$ cat src/rtl/amiga_a1000_wom_ctrl_if.sv
// CPU-side bus bundle for the A1000 ROM/WOM sequencer.
// The controller is the slave; the 68000 side (or a testbench) is the master.
interface amiga_a1000_wom_ctrl_if;
    // CPU address and strobes (strobes active low, asynchronous to the bus clock)
    logic [23:1] a;
    logic        as_n;
    logic        uds_n;
    logic        lds_n;
    logic        prw;        // 1 = read, 0 = write
    logic        ovl;        // boot ROM overlay at 000000
    logic        ovr_n;      // 0 = external override, nothing decodes
    logic        xrdy;       // 0 = stretch the cycle
    logic        dbr_n;      // 0 = DMA owns the bus
    logic        j1_enable;  // 1 = WOM writes permitted at all

    // Memory-side and handshake outputs
    logic        dtack_n;
    logic        dtack_oe;
    logic        rome_n;
    logic        wome_n;
    logic        womoe_n;
    logic        womwe_u_n;
    logic        womwe_l_n;
    logic        wprot;

    modport master (
        output a, as_n, uds_n, lds_n, prw, ovl, ovr_n, xrdy, dbr_n, j1_enable,
        input  dtack_n, dtack_oe, rome_n, wome_n, womoe_n, womwe_u_n, womwe_l_n, wprot
    );

    modport slave (
        input  a, as_n, uds_n, lds_n, prw, ovl, ovr_n, xrdy, dbr_n, j1_enable,
        output dtack_n, dtack_oe, rome_n, wome_n, womoe_n, womwe_u_n, womwe_l_n, wprot
    );
endinterface

$ cat src/rtl/amiga_a1000_wom_ctrl.sv
// Bus-cycle sequencer for the A1000 boot ROM and 256 KB writable-once memory.
// Decodes 68000 cycles, drives chip selects / write strobes, generates DTACK
// and owns the one-way WOM write-protect latch.
module amiga_a1000_wom_ctrl #(
    parameter logic [3:0] WAIT_STATES = 4'd2
) (
    input  logic                         clk_i,
    input  logic                         rst_n_i,
    amiga_a1000_wom_ctrl_if.slave        bus
);

    typedef enum logic [2:0] {
        S_IDLE,
        S_DECODE,
        S_WAIT,
        S_ACK,
        S_HOLD
    } state_e;

    typedef enum logic [1:0] {
        R_NONE,
        R_BOOT,
        R_WOM,
        R_LOCK
    } region_e;

    logic [1:0] as_sync_q;
    logic [1:0] uds_sync_q;
    logic [1:0] lds_sync_q;
    logic       s_as;
    logic       s_uds;
    logic       s_lds;

    state_e     state_q,    state_d;
    logic [3:0] cnt_q,      cnt_d;
    region_e    region_q,   region_d;
    logic       read_q,     read_d;
    logic       wprot_q,    wprot_d;
    logic       rome_n_q,   rome_n_d;
    logic       wome_n_q,   wome_n_d;
    logic       womoe_n_q,  womoe_n_d;
    logic       we_u_n_q,   we_u_n_d;
    logic       we_l_n_q,   we_l_n_d;
    logic       dtack_oe_q, dtack_oe_d;
    logic       dtack_n_q,  dtack_n_d;

    region_e    region_dec;
    logic       active;
    logic       we_ok;

    // Only A[23:18] take part in the decode; the rest belongs to the memories.
    logic       unused_addr;
    assign unused_addr = ^bus.a[17:1];

    assign s_as  = as_sync_q[1];
    assign s_uds = uds_sync_q[1];
    assign s_lds = lds_sync_q[1];

    // Two-flop synchronizers for the asynchronous CPU strobes (idle = high).
    always_ff @(posedge clk_i or negedge rst_n_i) begin
        if (!rst_n_i) begin
            as_sync_q  <= 2'b11;
            uds_sync_q <= 2'b11;
            lds_sync_q <= 2'b11;
        end else begin
            // NOTE: non-blocking assignments make each flop sample the previous
            // stage's old value, which is what turns this into a real 2-stage chain.
            as_sync_q  <= {as_sync_q[0],  bus.as_n};
            uds_sync_q <= {uds_sync_q[0], bus.uds_n};
            lds_sync_q <= {lds_sync_q[0], bus.lds_n};
        end
    end

    // Address decode of the live CPU address; only captured in DECODE.
    always_comb begin
        // NOTE: assigning a default before any branch keeps this purely
        // combinational; a path that skips the assignment would infer a latch.
        region_dec = R_NONE;
        if (bus.a[23:18] == 6'b111111) begin
            region_dec = R_WOM;
        end else if ((bus.a[23:18] == 6'b111110) ||
                     (bus.ovl && (bus.a[23:18] == 6'b000000))) begin
            region_dec = R_BOOT;
        end else if (bus.a[23:18] == 6'b111001) begin
            region_dec = R_LOCK;
        end
    end

    // Next-state logic and next values of the registered outputs.
    always_comb begin
        state_d  = state_q;
        cnt_d    = cnt_q;
        region_d = region_q;
        read_d   = read_q;

        case (state_q)
            S_IDLE: begin
                cnt_d = 4'd0;
                if (!s_as) state_d = S_DECODE;
            end
            S_DECODE: begin
                if (s_as) begin
                    state_d = S_IDLE;
                end else begin
                    region_d = region_dec;
                    read_d   = bus.prw;
                    // Overridden, unmapped or ROM-write cycles are left for someone else.
                    if (!bus.ovr_n || (region_dec == R_NONE) ||
                        ((region_dec == R_BOOT) && !bus.prw)) begin
                        state_d = S_HOLD;
                    end else begin
                        state_d = S_WAIT;
                        cnt_d   = WAIT_STATES;
                    end
                end
            end
            S_WAIT: begin
                if (s_as) begin
                    state_d = S_IDLE;
                end else if (bus.xrdy && bus.dbr_n) begin
                    if (cnt_q == 4'd0) state_d = S_ACK;
                    else               cnt_d   = cnt_q - 4'd1;
                end
            end
            S_ACK, S_HOLD: begin
                if (s_as) state_d = S_IDLE;
            end
            default: state_d = S_IDLE;
        endcase

        // Selects follow the state being entered so they are registered with it.
        active = (state_d == S_WAIT) || (state_d == S_ACK);
        we_ok  = active && (region_d == R_WOM) && !read_d && bus.j1_enable && !wprot_q;

        rome_n_d   = !(active && (region_d == R_BOOT));
        wome_n_d   = !(active && (region_d == R_WOM));
        womoe_n_d  = !(active && (region_d == R_WOM) && read_d);
        we_u_n_d   = we_ok ? s_uds : 1'b1;
        we_l_n_d   = we_ok ? s_lds : 1'b1;
        dtack_oe_d = (state_d == S_ACK);
        dtack_n_d  = !dtack_oe_d;

        // The lock is one-way: a completed write to the LOCK window sets it.
        wprot_d = wprot_q ||
                  ((state_q == S_WAIT) && (state_d == S_ACK) &&
                   (region_q == R_LOCK) && !read_q);
    end

    // State, counter, captured cycle attributes and registered outputs.
    always_ff @(posedge clk_i or negedge rst_n_i) begin
        if (!rst_n_i) begin
            state_q    <= S_IDLE;
            cnt_q      <= 4'd0;
            region_q   <= R_NONE;
            read_q     <= 1'b1;
            wprot_q    <= 1'b0;
            rome_n_q   <= 1'b1;
            wome_n_q   <= 1'b1;
            womoe_n_q  <= 1'b1;
            we_u_n_q   <= 1'b1;
            we_l_n_q   <= 1'b1;
            dtack_oe_q <= 1'b0;
            dtack_n_q  <= 1'b1;
        end else begin
            state_q    <= state_d;
            cnt_q      <= cnt_d;
            region_q   <= region_d;
            read_q     <= read_d;
            wprot_q    <= wprot_d;
            rome_n_q   <= rome_n_d;
            wome_n_q   <= wome_n_d;
            womoe_n_q  <= womoe_n_d;
            we_u_n_q   <= we_u_n_d;
            we_l_n_q   <= we_l_n_d;
            dtack_oe_q <= dtack_oe_d;
            dtack_n_q  <= dtack_n_d;
        end
    end

    assign bus.rome_n    = rome_n_q;
    assign bus.wome_n    = wome_n_q;
    assign bus.womoe_n   = womoe_n_q;
    assign bus.womwe_u_n = we_u_n_q;
    assign bus.womwe_l_n = we_l_n_q;
    assign bus.dtack_oe  = dtack_oe_q;
    assign bus.dtack_n   = dtack_n_q;
    assign bus.wprot     = wprot_q;

endmodule

$ cat src/flat_wrapper.sv
// flat-port wrapper written by rule: the top's interface ports become plain ports
module amiga_a1000_wom_ctrl_flat 
#(
    parameter logic [3:0] WAIT_STATES = 4'd2
)
  (clk_i, rst_n_i, bus_a, bus_as_n, bus_uds_n, bus_lds_n, bus_prw, bus_ovl, bus_ovr_n, bus_xrdy, bus_dbr_n, bus_j1_enable, bus_dtack_n, bus_dtack_oe, bus_rome_n, bus_wome_n, bus_womoe_n, bus_womwe_u_n, bus_womwe_l_n, bus_wprot);
  amiga_a1000_wom_ctrl_if bus_i ();
  input  logic clk_i;
  input  logic rst_n_i;
  input wire logic [$bits(bus_i.a)-1:0] bus_a;
  input wire logic [$bits(bus_i.as_n)-1:0] bus_as_n;
  input wire logic [$bits(bus_i.uds_n)-1:0] bus_uds_n;
  input wire logic [$bits(bus_i.lds_n)-1:0] bus_lds_n;
  input wire logic [$bits(bus_i.prw)-1:0] bus_prw;
  input wire logic [$bits(bus_i.ovl)-1:0] bus_ovl;
  input wire logic [$bits(bus_i.ovr_n)-1:0] bus_ovr_n;
  input wire logic [$bits(bus_i.xrdy)-1:0] bus_xrdy;
  input wire logic [$bits(bus_i.dbr_n)-1:0] bus_dbr_n;
  input wire logic [$bits(bus_i.j1_enable)-1:0] bus_j1_enable;
  output wire logic [$bits(bus_i.dtack_n)-1:0] bus_dtack_n;
  output wire logic [$bits(bus_i.dtack_oe)-1:0] bus_dtack_oe;
  output wire logic [$bits(bus_i.rome_n)-1:0] bus_rome_n;
  output wire logic [$bits(bus_i.wome_n)-1:0] bus_wome_n;
  output wire logic [$bits(bus_i.womoe_n)-1:0] bus_womoe_n;
  output wire logic [$bits(bus_i.womwe_u_n)-1:0] bus_womwe_u_n;
  output wire logic [$bits(bus_i.womwe_l_n)-1:0] bus_womwe_l_n;
  output wire logic [$bits(bus_i.wprot)-1:0] bus_wprot;
  assign bus_i.a = bus_a;
  assign bus_i.as_n = bus_as_n;
  assign bus_i.uds_n = bus_uds_n;
  assign bus_i.lds_n = bus_lds_n;
  assign bus_i.prw = bus_prw;
  assign bus_i.ovl = bus_ovl;
  assign bus_i.ovr_n = bus_ovr_n;
  assign bus_i.xrdy = bus_xrdy;
  assign bus_i.dbr_n = bus_dbr_n;
  assign bus_i.j1_enable = bus_j1_enable;
  assign bus_dtack_n = bus_i.dtack_n;
  assign bus_dtack_oe = bus_i.dtack_oe;
  assign bus_rome_n = bus_i.rome_n;
  assign bus_wome_n = bus_i.wome_n;
  assign bus_womoe_n = bus_i.womoe_n;
  assign bus_womwe_u_n = bus_i.womwe_u_n;
  assign bus_womwe_l_n = bus_i.womwe_l_n;
  assign bus_wprot = bus_i.wprot;
  amiga_a1000_wom_ctrl #(.WAIT_STATES(WAIT_STATES)) u_core (.clk_i(clk_i), .rst_n_i(rst_n_i), .bus(bus_i));
endmodule
$ cat config.mk
export PLATFORM = sky130hd
export DESIGN_NAME = amiga_a1000_wom_ctrl_flat
export DESIGN_NICKNAME = d
export VERILOG_FILES = /design/src/rtl/amiga_a1000_wom_ctrl_if.sv /design/src/rtl/amiga_a1000_wom_ctrl.sv /design/src/flat_wrapper.sv
export SDC_FILE = /design/constraint.sdc
export NUM_CORES = 1
export LEC_CHECK = 0
export ABC_CLOCK_PERIOD_IN_PS = 5100
export BUFFER_PORTS_ARGS = -buffer_cell sky130_fd_sc_hd__buf_2
export CAP_MARGIN = 20
export CORE_UTILIZATION = 39
export CTS_CLUSTER_DIAMETER = 120
export CTS_CLUSTER_SIZE = 8
export DETAILED_ROUTE_END_ITERATION = 8
export PLACE_DENSITY = 0.65
export SKIP_CTS_REPAIR_TIMING = 1
export SYNTH_ARGS = -nofsm -noshare
export SYNTH_HDL_FRONTEND = slang
export SYNTH_SLANG_ARGS = --single-unit
$ cat constraint.sdc
create_clock -name clk_i -period 5.1 [get_ports clk_i]
set_input_delay 1.02 -clock clk_i [delete_from_list [all_inputs] [get_ports clk_i]]
set_output_delay 1.02 -clock clk_i [all_outputs]
set_load 0.01 [all_outputs]
### Word-level counts from Yosys, hierarchy flattened

Index checks and enable logic that the tools add are counted.
W data, S select, Z words.

* register bits: 24
* bits of input ports: 34
* output and inout bits: 8
* word-level logic and storage cells: 90

* add/sub/neg operators: 1
* equal/unequal tests: 18
* multiplexer cells: 23
* reductions and logical operators: 33

Operator list (count)
* $mux W3: 7
* $mux W4: 5
* $eq A6 B6 Y1 const B: 3
* $eq A3 B2 Y1 const B: 4
* $logic_and A1 B1 Y1: 12
* $pmux W3 S4: 1
* $pmux W4 S3: 1
* $mux W2: 5
* $logic_not A1 Y1: 9
* $ne A2 B2 Y1 const B: 4
* $logic_not A6 Y1: 1
* $reduce_and A6 Y1: 1
* $logic_or A1 B1 Y1: 5
* $eq A2 B1 Y1 const B: 2
* $eq A2 B2 Y1 const B: 2
* $logic_not A4 Y1: 1
* $mux W1: 4
* $sub A4 B1 Y4 const B: 1
* $eq A3 B1 Y1 const B: 1
* $eq A3 B3 Y1 const B: 1
* $logic_not A3 Y1: 1
* $reduce_bool A3 Y1: 1
* $logic_not A2 Y1: 1
* $ne A2 B1 Y1 const B: 1
* $reduce_or A2 Y1: 1

### Depth between registers and ports, before layout

Gate-level depths: netlist of the first run.

* depth in word-level cells: 18
* gate-level depth with buffers: 7
* gate-level depth less buffers: 7

### Worst setup path before layout of the first run

No wires, ideal clock.

* path type: input -> register
* from: in bus_a[22]
* to: reg u_core.cnt_q[2]
* library setup time: 126 ps
* data arrival time: 2058 ps
* data required time: 4974 ps
* path slack: 2915 ps
* stages on the path: 5
* buffers on the path: 0
* cell sequence: nor4b_4 a22oi_2 o21a_1 nand2b_1 a311o_1

* word-level cells in the longest chain between the ends: 10
* elaborated cells on any way between the ends: 16
* classes of those cells: eq/ne (5); mux (3); reduce/logical (8)

Ends and longest elaborated chain
* from (decl): RTL line flat_wrapper.sv:10 `input wire logic [$bits(bus_i.a)-1:0] bus_a;`
* $logic_not A6 Y1: RTL line amiga_a1000_wom_ctrl.sv:82 `(bus.ovl && (bus.a[23:18] == 6'b000000))) begin`
* $logic_and A1 B1 Y1: RTL line amiga_a1000_wom_ctrl.sv:82
* $logic_or A1 B1 Y1: RTL line amiga_a1000_wom_ctrl.sv:81 `end else if ((bus.a[23:18] == 6'b111110) ||`
* $mux W2: RTL line amiga_a1000_wom_ctrl.sv:81
* $mux W2 (*): RTL line amiga_a1000_wom_ctrl.sv:79 `if (bus.a[23:18] == 6'b111111) begin`
* $eq A2 B1 Y1 / $logic_not A2 Y1 (equally long branches): RTL line amiga_a1000_wom_ctrl.sv:109, amiga_a1000_wom_ctrl.sv:108
* $logic_and A1 B1 Y1 / $logic_or A1 B1 Y1 (equally long branches): RTL line amiga_a1000_wom_ctrl.sv:109, amiga_a1000_wom_ctrl.sv:108
* $logic_or A1 B1 Y1 (*): RTL line amiga_a1000_wom_ctrl.sv:108 `if (!bus.ovr_n || (region_dec == R_NONE) ||`
* $ne A2 B2 Y1 (no source line) (*)
* $reduce_and A6 Y1 (no source line) (*)
* to (signal assigned): RTL line amiga_a1000_wom_ctrl.sv:166 `cnt_q <= cnt_d;`
* to (decl): RTL line amiga_a1000_wom_ctrl.sv:35 `logic [3:0] cnt_q, cnt_d;`

Mark *: on every way between the ends. The rest lies on a longest branch, timed or not.
A chain may end at the register's enable or synchronous reset.

### Worst setup path after layout of the first run

Ends and elaborated chain as after synthesis.

==> results of run 1 <==
[state kept, by name, indices dropped and copies added, names as in the netlist]
name	flops
u_core.uds_sync_q	2
u_core.bus.womoe_n	1
u_core.bus.rome_n	1
u_core.region_q	2
u_core.lds_sync_q	2
u_core.bus.wome_n	1
u_core.bus.womwe_u_n	1
u_core.bus.dtack_n	1
u_core.state_q	3
u_core.bus.womwe_l_n	1
u_core.cnt_q	4
u_core.bus.dtack_oe	1
u_core.as_sync_q	2
u_core.read_q	1
u_core.bus.wprot	1
[metal layers]
metal | track usage [%] | vias to the layer above | part of all wire (%)
li1 | - | 414 | -
met1 | 18.0 | 401 | 47
met2 | 23.5 | 19 | 48
met3 | 4.15 | 2 | 4.6
met4 | 2.09 | 0 | 0.52
met5 | 0 | - | 0
[final timing paths]
check,cells after the start,end
hold reg to reg,0,u_core.uds_sync_q[1]$_DFF_PN1_
setup / recovery,6,u_core.cnt_q[2]$_DFFE_PN0P_
setup reg to reg,7,u_core.cnt_q[1]$_DFFE_PN0P_
hold / removal,0,u_core.uds_sync_q[1]$_DFF_PN1_
min in group asynchronous,1,u_core.bus.wprot$_DFF_PN0_
max in group asynchronous,1,u_core.lds_sync_q[1]$_DFF_PN1_
[critical path: stages]
cell      delay, ns
buf_2          0.12
nor4b_4        0.30
a22oi_2        0.10
o21a_1         0.21
nand2b_1       0.18
a311o_1        0.36
[report_power, final]
group / total [mW] / switching [mW] / internal (mW) / leakage, nW
Sequential: 0.218 / 0.0110 / 0.207 / 0.287
Combinational: 0.0695 / 0.0370 / 0.0325 / 0.247
Clock: 0.0796 / 0.0491 / 0.0305 / 0.0150
Total: 0.367 / 0.0971 / 0.270 / 0.549
[layout by cell type, fill, tap and decap left out, types with 2 or more instances in the layout]
cell | synthesis | routed
nand2_1 | 9 | 9
dfstp_2 | 13 | 13
clkbuf_4 | 0 | 3
a21oi_1 | 2 | 2
inv_1 | 5 | 5
dfrtp_1 | 11 | 11
o21a_1 | 2 | 2
nor4b_1 | 3 | 3
nand2b_1 | 3 | 3
nand3b_1 | 2 | 2
nor3b_1 | 4 | 4
o21ai_1 | 2 | 2
a31oi_1 | 3 | 3
buf_2 | 0 | 24
nand3_1 | 3 | 3
o21ai_0 | 2 | 2
nor3_1 | 3 | 3
nor2_1 | 3 | 3
[through the flow]
stage / hold WS (ns) / power [mW] / setup WS [ns]
6_report: 0.362 / 0.367 / 3.00
5_1_grt: 0.366 / 0.388 / 2.94
4_1_cts: 0.364 / 0.371 / 3.00
3_5_place_dp: 0.347 / 0.290 / 2.67
3_3_place_gp: 0.346 / 0.287 / 2.69
2_1_floorplan: 0.345 / 0.271 / 2.92
[area by class of cell]
cell class                      count  area, um2
Inverter                            6       22.5
Sequential cell                    24        617
Tap cell                           31       38.8
Timing Repair Buffer               24        120
Fill cell                         261       1480
Multi-Input combinational cell     67        498
Clock buffer                        4       26.3
[logic make-up (layout without fill, tap and decap cells)]
logic type / after synthesis / after routing
AOI/OAI and AO/OA: 23 / 23
xor gates and xnor gates: 1 / 1
adders and majority gates: 1 / 1
buffers and inverters: 9 / 34
DFF: 24 / 24
muxes: 3 / 3
and+or+nand+nor: 39 / 39
==> reports/metrics.yaml, run 1 <==
clocking:
  cts_root_buffer: "clkbuf_4"
  htree_num_levels: 1
  cts_tree: "done"
  cts_buffers: 3
  clock_path_buffers: 2
  cts_sinks: 24
  clock_latency_ns: 0.30
  clk_pin_slew_ns: 0.10
placement:
  dp_hpwl_um: 1610
  dp.cells: 152
  place_area_um2: 1300
  gp_congestion: 0.863
  port_buffers: 24
setup_path:
  worstSetupStartpoint: "bus_a[22]"
  start_kind: "input port"
  crit_path_end_kind: "flop"
  reg2reg_from: "u_core.cnt_q[0]$_DFFE_PN0P_"
  cp_max_fo: 2
  crit_required_ns: 5.29
  r2r_slack_ns: 3.29
  critical_path_class: "in -> reg"
  critPathArrivalTime_ns: 2.28
floorplan:
  num_rows: 19
  initial_core_util_pct: 41.7
  die_w_um: 56.8
  die_y_um: 56.8
  design.core.area_um2: 2810
  dieArea_um2: 3230
  num_io_pins: 42
drt:
  ant_nets: 0
  drt_pass1_iterations: 6
  drt_iter0_markers: 25
  via_count: 836
  wirelength_um: 2120
  wl_per_cell_um: 13.6
  via_per_inst: 5.36
  drcViolationCount: 4
timing:
  setup_viol: 0
  fin_crit_sh_pct: 41.2
  rsz0062_at_grt: "no"
  tightest_slew_ns: 0.502
  fmax_mhz: 476
  hold_violations: 0
  fin_worst_skew_ns: 0.0118
  slew-limit-headroom_pct: 66.5
  timing.setup.tns_ns: 0
  slew_viol_final: 0
  finalCriticalPeriod_ns: 2.10
synth:
  synth.area.top_cells: "dfstp_2 (29%), dfrtp_1 (24%), nand2_1 (2.9%)"
  yosys.area_share.simple_pct: 21.8
  synth_top_family_by_area: "simple AND/OR/NAND/NOR gates"
  seq_area_frac_synth_pct: 52.7
  synthAdderAreaFrac_pct: 1.07
  synth_top_cell_by_area: "dfstp_2"
  synthesis.area_um2: 1170
  synth_compound_area_share_pct: 15.8
  synth.most_common_cell: "dfstp_2"
  synthArstFlopShare_pct: 100
  syn_inst: 100
  ys_ff_latch: 24
  synth.net_count: 135
  ys_warn_count: 0
  synth-xor-area-share_pct: 0.748
  syn_area_per_cell_um2: 11.7
  synthMuxAreaShare_pct: 3.10
  yosysTopAreaCellShare_pct: 29.2
  yosys-top-cells-count: "dfstp_2 (13), dfrtp_1 (11), nand2_1 (9), inv_1 (5), nor3b_1 (4)"
  synth_cell_type_count: 44
  synth-edff-count: 0
  synth-main-ff-cell: "dfstp_2"
power_and_ir_drop:
  p_per_area_nw_per_um2: 277
  p_leak_nw: 0.549
  peakVddDrop_v: 0.000224
finish:
  diodes: 0
  final_cells: 156
  final_core_util_pct: 47.1
  layout-area-overhead-vs-synth_pct: 12.9
  fin_nets: 161
  drive_above_1_share_pct: 42.4
  fin_area_um2: 1320
outcome:
  status: "finished with violations"
  violations: "DRC"
grt:
  grt_pass1_wl_um: 3500
  grt_usage_pct: 13.9
  grt_max_degree: 25
  overflow: 0
  antenna_found_initial: 0
  first_global_vias: 826
min_path:
  worst_hold_path_type: "reg -> reg"
  hp-start: "u_core.uds_sync_q[0]$_DFF_PN1_"
flow_run:
  drv_cap: 0
Power figures use the tool's default switching activity.
==> run 2: changes to the inputs <==
--- a/config.mk
+++ b/config.mk
@@ -5,14 +5,15 @@
 export SDC_FILE = /design/constraint.sdc
 export NUM_CORES = 1
 export LEC_CHECK = 0
-export ABC_CLOCK_PERIOD_IN_PS = 5100
+export ABC_AREA = 1
+export ABC_CLOCK_PERIOD_IN_PS = 1900
 export BUFFER_PORTS_ARGS = -buffer_cell sky130_fd_sc_hd__buf_2
 export CAP_MARGIN = 20
 export CORE_UTILIZATION = 39
 export CTS_CLUSTER_DIAMETER = 120
 export CTS_CLUSTER_SIZE = 8
 export DETAILED_ROUTE_END_ITERATION = 8
-export PLACE_DENSITY = 0.65
+export PLACE_DENSITY = 0.68
 export SKIP_CTS_REPAIR_TIMING = 1
 export SYNTH_ARGS = -nofsm -noshare
 export SYNTH_HDL_FRONTEND = slang
==> constraint.sdc (replaced) <==
create_clock -name clk_i -period 1.9 [get_ports clk_i]
set_input_delay 0.38 -clock clk_i [delete_from_list [all_inputs] [get_ports clk_i]]
set_output_delay 0.38 -clock clk_i [all_outputs]
set_load 0.01 [all_outputs]
==> reports/metrics.yaml, run 2 <==
outcome:
  status: "finished clean"
drt:
  drt_pass1_iterations: 4  # -2
  via_per_inst: 4.97  # -7.2%
  wirelength_um: 2110  # -0.33%
  drcViolationCount: 0  # -4
  ant_nets: 0  # unchanged
  via_count: 925  # +11%
  drt_iter0_markers: 13  # -48%
  wl_per_cell_um: 11.4  # -16%
synth:
  yosys-top-cells-count: "nand2_1 (30), inv_1 (19), dfstp_2 (13), dfrtp_1 (11), nor2_1 (11)"
  synthesis.area_um2: 1140  # -2.6%
  syn_area_per_cell_um2: 8.98  # -23%
  ys_warn_count: 0  # unchanged
  synth-main-ff-cell: "dfstp_2"
  syn_inst: 127  # +27%
  seq_area_frac_synth_pct: 54.1  # +1.4 points
  synth_top_cell_by_area: "dfstp_2"
  synth_cell_type_count: 24  # -45%
  synth.area.top_cells: "dfstp_2 (30%), dfrtp_1 (24%), nand2_1 (9.9%)"
  yosysTopAreaCellShare_pct: 29.9  # +0.77 points
  synth.net_count: 162  # +20%
  synth.most_common_cell: "nand2_1"
  ys_ff_latch: 24  # unchanged
  synthArstFlopShare_pct: 100  # unchanged
  synth-edff-count: 0  # unchanged
timing:
  hold_violations: 0  # unchanged
  finalCriticalPeriod_ns: 1.51
  slew_viol_final: 0  # unchanged
  rsz0062_at_grt: "no"
  fin_crit_sh_pct: 79.2
  slew-limit-headroom_pct: 66.1  # -0.44 points
  tightest_slew_ns: 0.508  # +0.00655 ns
  timing.setup.tns_ns: 0  # unchanged
  fmax_mhz: 664
  setup_viol: 0  # unchanged
  fin_worst_skew_ns: 0.00359  # -0.00822 ns
setup_path:
  crit_required_ns: 2.12  # -3.17 ns
  cp_common_cell: "nand2_1"
  crit_path_end_kind: "flop"
  critical_path_class: "reg -> reg"
  cp_max_fo: 5  # +3
  crit_slowest_cell: "dfrtp_1"
  cp_cell_sequence: "inv_1 -> ha_1 -> nand2_1 -> nor2_1 -> nor3_4 -> nand3_2 -> nand2_1 -> nand2_1"
  critPathMaxStageDelay_ns: 0.40  # +0.04 ns
  critPathArrivalTime_ns: 1.73  # -0.55 ns
  start_kind: "flop"
grt:
  overflow: 0  # unchanged
  grt_max_degree: 25  # unchanged
  grt_pass1_wl_um: 3820  # +9.3%
  antenna_found_initial: 0  # unchanged
  grt_usage_pct: 15.3  # +1.4 points
  first_global_vias: 928  # +12%
finish:
  num-fill-cells: 285  # +9.2%
  regMostFlops: "u_core.cnt_q"
  top_regs: "u_core.cnt_q: 4 flops, u_core.state_q: 3 flops"
  regArea_um2: 617  # unchanged
  fin_nets: 191  # +19%
  multi_input_area_um2: 442  # -11%
  largest_reg_flops: 4  # unchanged
  mostFrequentLayoutCells: "nand2_1 (30), buf_2 (24), inv_1 (19)"
  mostFrequentLayoutCell: "nand2_1"
  diodes: 0  # unchanged
  final_cells: 186  # +19%
  layout-area-overhead-vs-synth_pct: 18.1
  drive_above_1_share_pct: 36.1  # -6.3 points
floorplan:
  die_y_um: 56.1  # -1.2%
  num_io_pins: 42  # unchanged
  dieArea_um2: 3150  # -2.5%
  initial_core_util_pct: 41.4  # -0.37 points
  design.core.area_um2: 2760  # -1.7%
  num_rows: 19  # unchanged
  die_w_um: 56.1  # -1.2%
power_and_ir_drop:
  p_leak_nw: 0.698  # +27%
  switching_power_mw: 0.332  # +240%
  seqPwrFrac_pct: 51.8  # -7.6 points
  p_sw_share_pct: 28.9  # +2.4 points
  combPwrFrac_pct: 20.9  # +2.0 points
  p_per_area_nw_per_um2: 853  # +210%
  peakVddDrop_v: 0.000565  # +150%
  pwr-share-clk_pct: 27.3  # +5.6 points
  p_int_mw: 0.818  # +200%
  fin_total_pwr_mw: 1.15  # +210%
clocking:
  clk_pin_slew_ns: 0.13  # +0.03 ns
  clock_latency_ns: 0.31  # about the same
  htree_num_levels: 1  # unchanged
  cts_root_buffer: "clkbuf_4"
  cts_buffers: 3  # unchanged
  clock_path_buffers: 2  # unchanged
  cts_sinks: 24  # unchanged
  cts_tree: "done"
min_path:
  worst_hold_path_type: "in -> async"
flow_run:
  drv_cap: 0  # unchanged
placement:
  dp.cells: 182  # +20%
  dp_hpwl_um: 1620  # +0.40%
  port_buffers: 24  # unchanged
  gp_congestion: 0.795  # -8.0%
[run 2: per-layer routing]
metal | up-vias | GRT usage [%] | share of wire, % | routed length (um)
li1 | 463 | - | - | -
met1 | 436 | 18.3 | 43 | 908
met2 | 22 | 26.9 | 52 | 1090
met3 | 4 | 4.19 | 4.0 | 85
met4 | 0 | 4.18 | 1.4 | 29
met5 | - | 0 | 0 | 0
[run 2: stage by stage]
stage | utilization (%) | instance area [um2] | setup WS, ns | hold slack, ns
global placement | 47.1 | 1300 | 0.413 | 0.346
CTS | 48.9 | 1350 | 0.392 | 0.0274
floorplan | - | 1140 | 0.584 | 0.0844
detailed placement | 47.1 | 1300 | 0.369 | 0.348
global route | 48.9 | 1350 | 0.238 | 0.0410
finish | 48.9 | 1350 | 0.395 | 0.0163
[run 2: final timing paths]
check	start	depth (start not counted)	to	slack, ns
worst max register to register	u_core.cnt_q[0]$_DFFE_PN0P_	8	u_core.cnt_q[3]$_DFFE_PN0P_	0.39
worst min-delay path	rst_n_i	1	u_core.cnt_q[2]$_DFFE_PN0P_	0.02
worst max-delay path	u_core.cnt_q[0]$_DFFE_PN0P_	8	u_core.cnt_q[3]$_DFFE_PN0P_	0.39
worst min register to register	u_core.lds_sync_q[0]$_DFF_PN1_	0	u_core.lds_sync_q[1]$_DFF_PN1_	0.37
min in group clk_i	bus_lds_n	1	u_core.lds_sync_q[0]$_DFF_PN1_	0.15
max in group asynchronous	rst_n_i	1	u_core.read_q$_DFF_PN1_	1.52
[run 2: cells by family after synthesis]
group                    synth area share (%)
flip-flops                               54.1
buffers and inverters                    7.24
adder cells (fa/ha/maj)                  1.10
XOR/XNOR                                0.768
AND/OR/NAND/NOR                          29.4
AO/OA/AOI/OAI                            7.46
[run 2: worst max-delay path, delay by kind of cell, from the launching register on]
kind | cells | cell delay, ns
adders and majority gates | 1 | 0.23
buffers and inverters | 1 | 0.07
DFF | 1 | 0.40
and+or+nand+nor | 6 | 0.72
[run 2: power by group through the flow]
| stage | clock network [mW] | registers (mW) | logic [mW] |
|---|---|---|---|
| final | 0.314 | 0.596 | 0.240 |
| after global routing | 0.341 | 0.604 | 0.275 |
| after CTS | 0.323 | 0.596 | 0.241 |
| after detailed placement | 0 | 0.605 | 0.238 |
| after global placement | 0 | 0.604 | 0.228 |
| after floorplan | 0 | 0.600 | 0.175 |
[run 2: area by class of cell]
class                      count  share of cell area [%]
clock buffer                   4                    3.53
sequential                    24                    45.8
tap                           31                    2.88
multi-input combinational     81                    32.8
inverter                      22                    6.13
timing repair buffer          24                    8.91
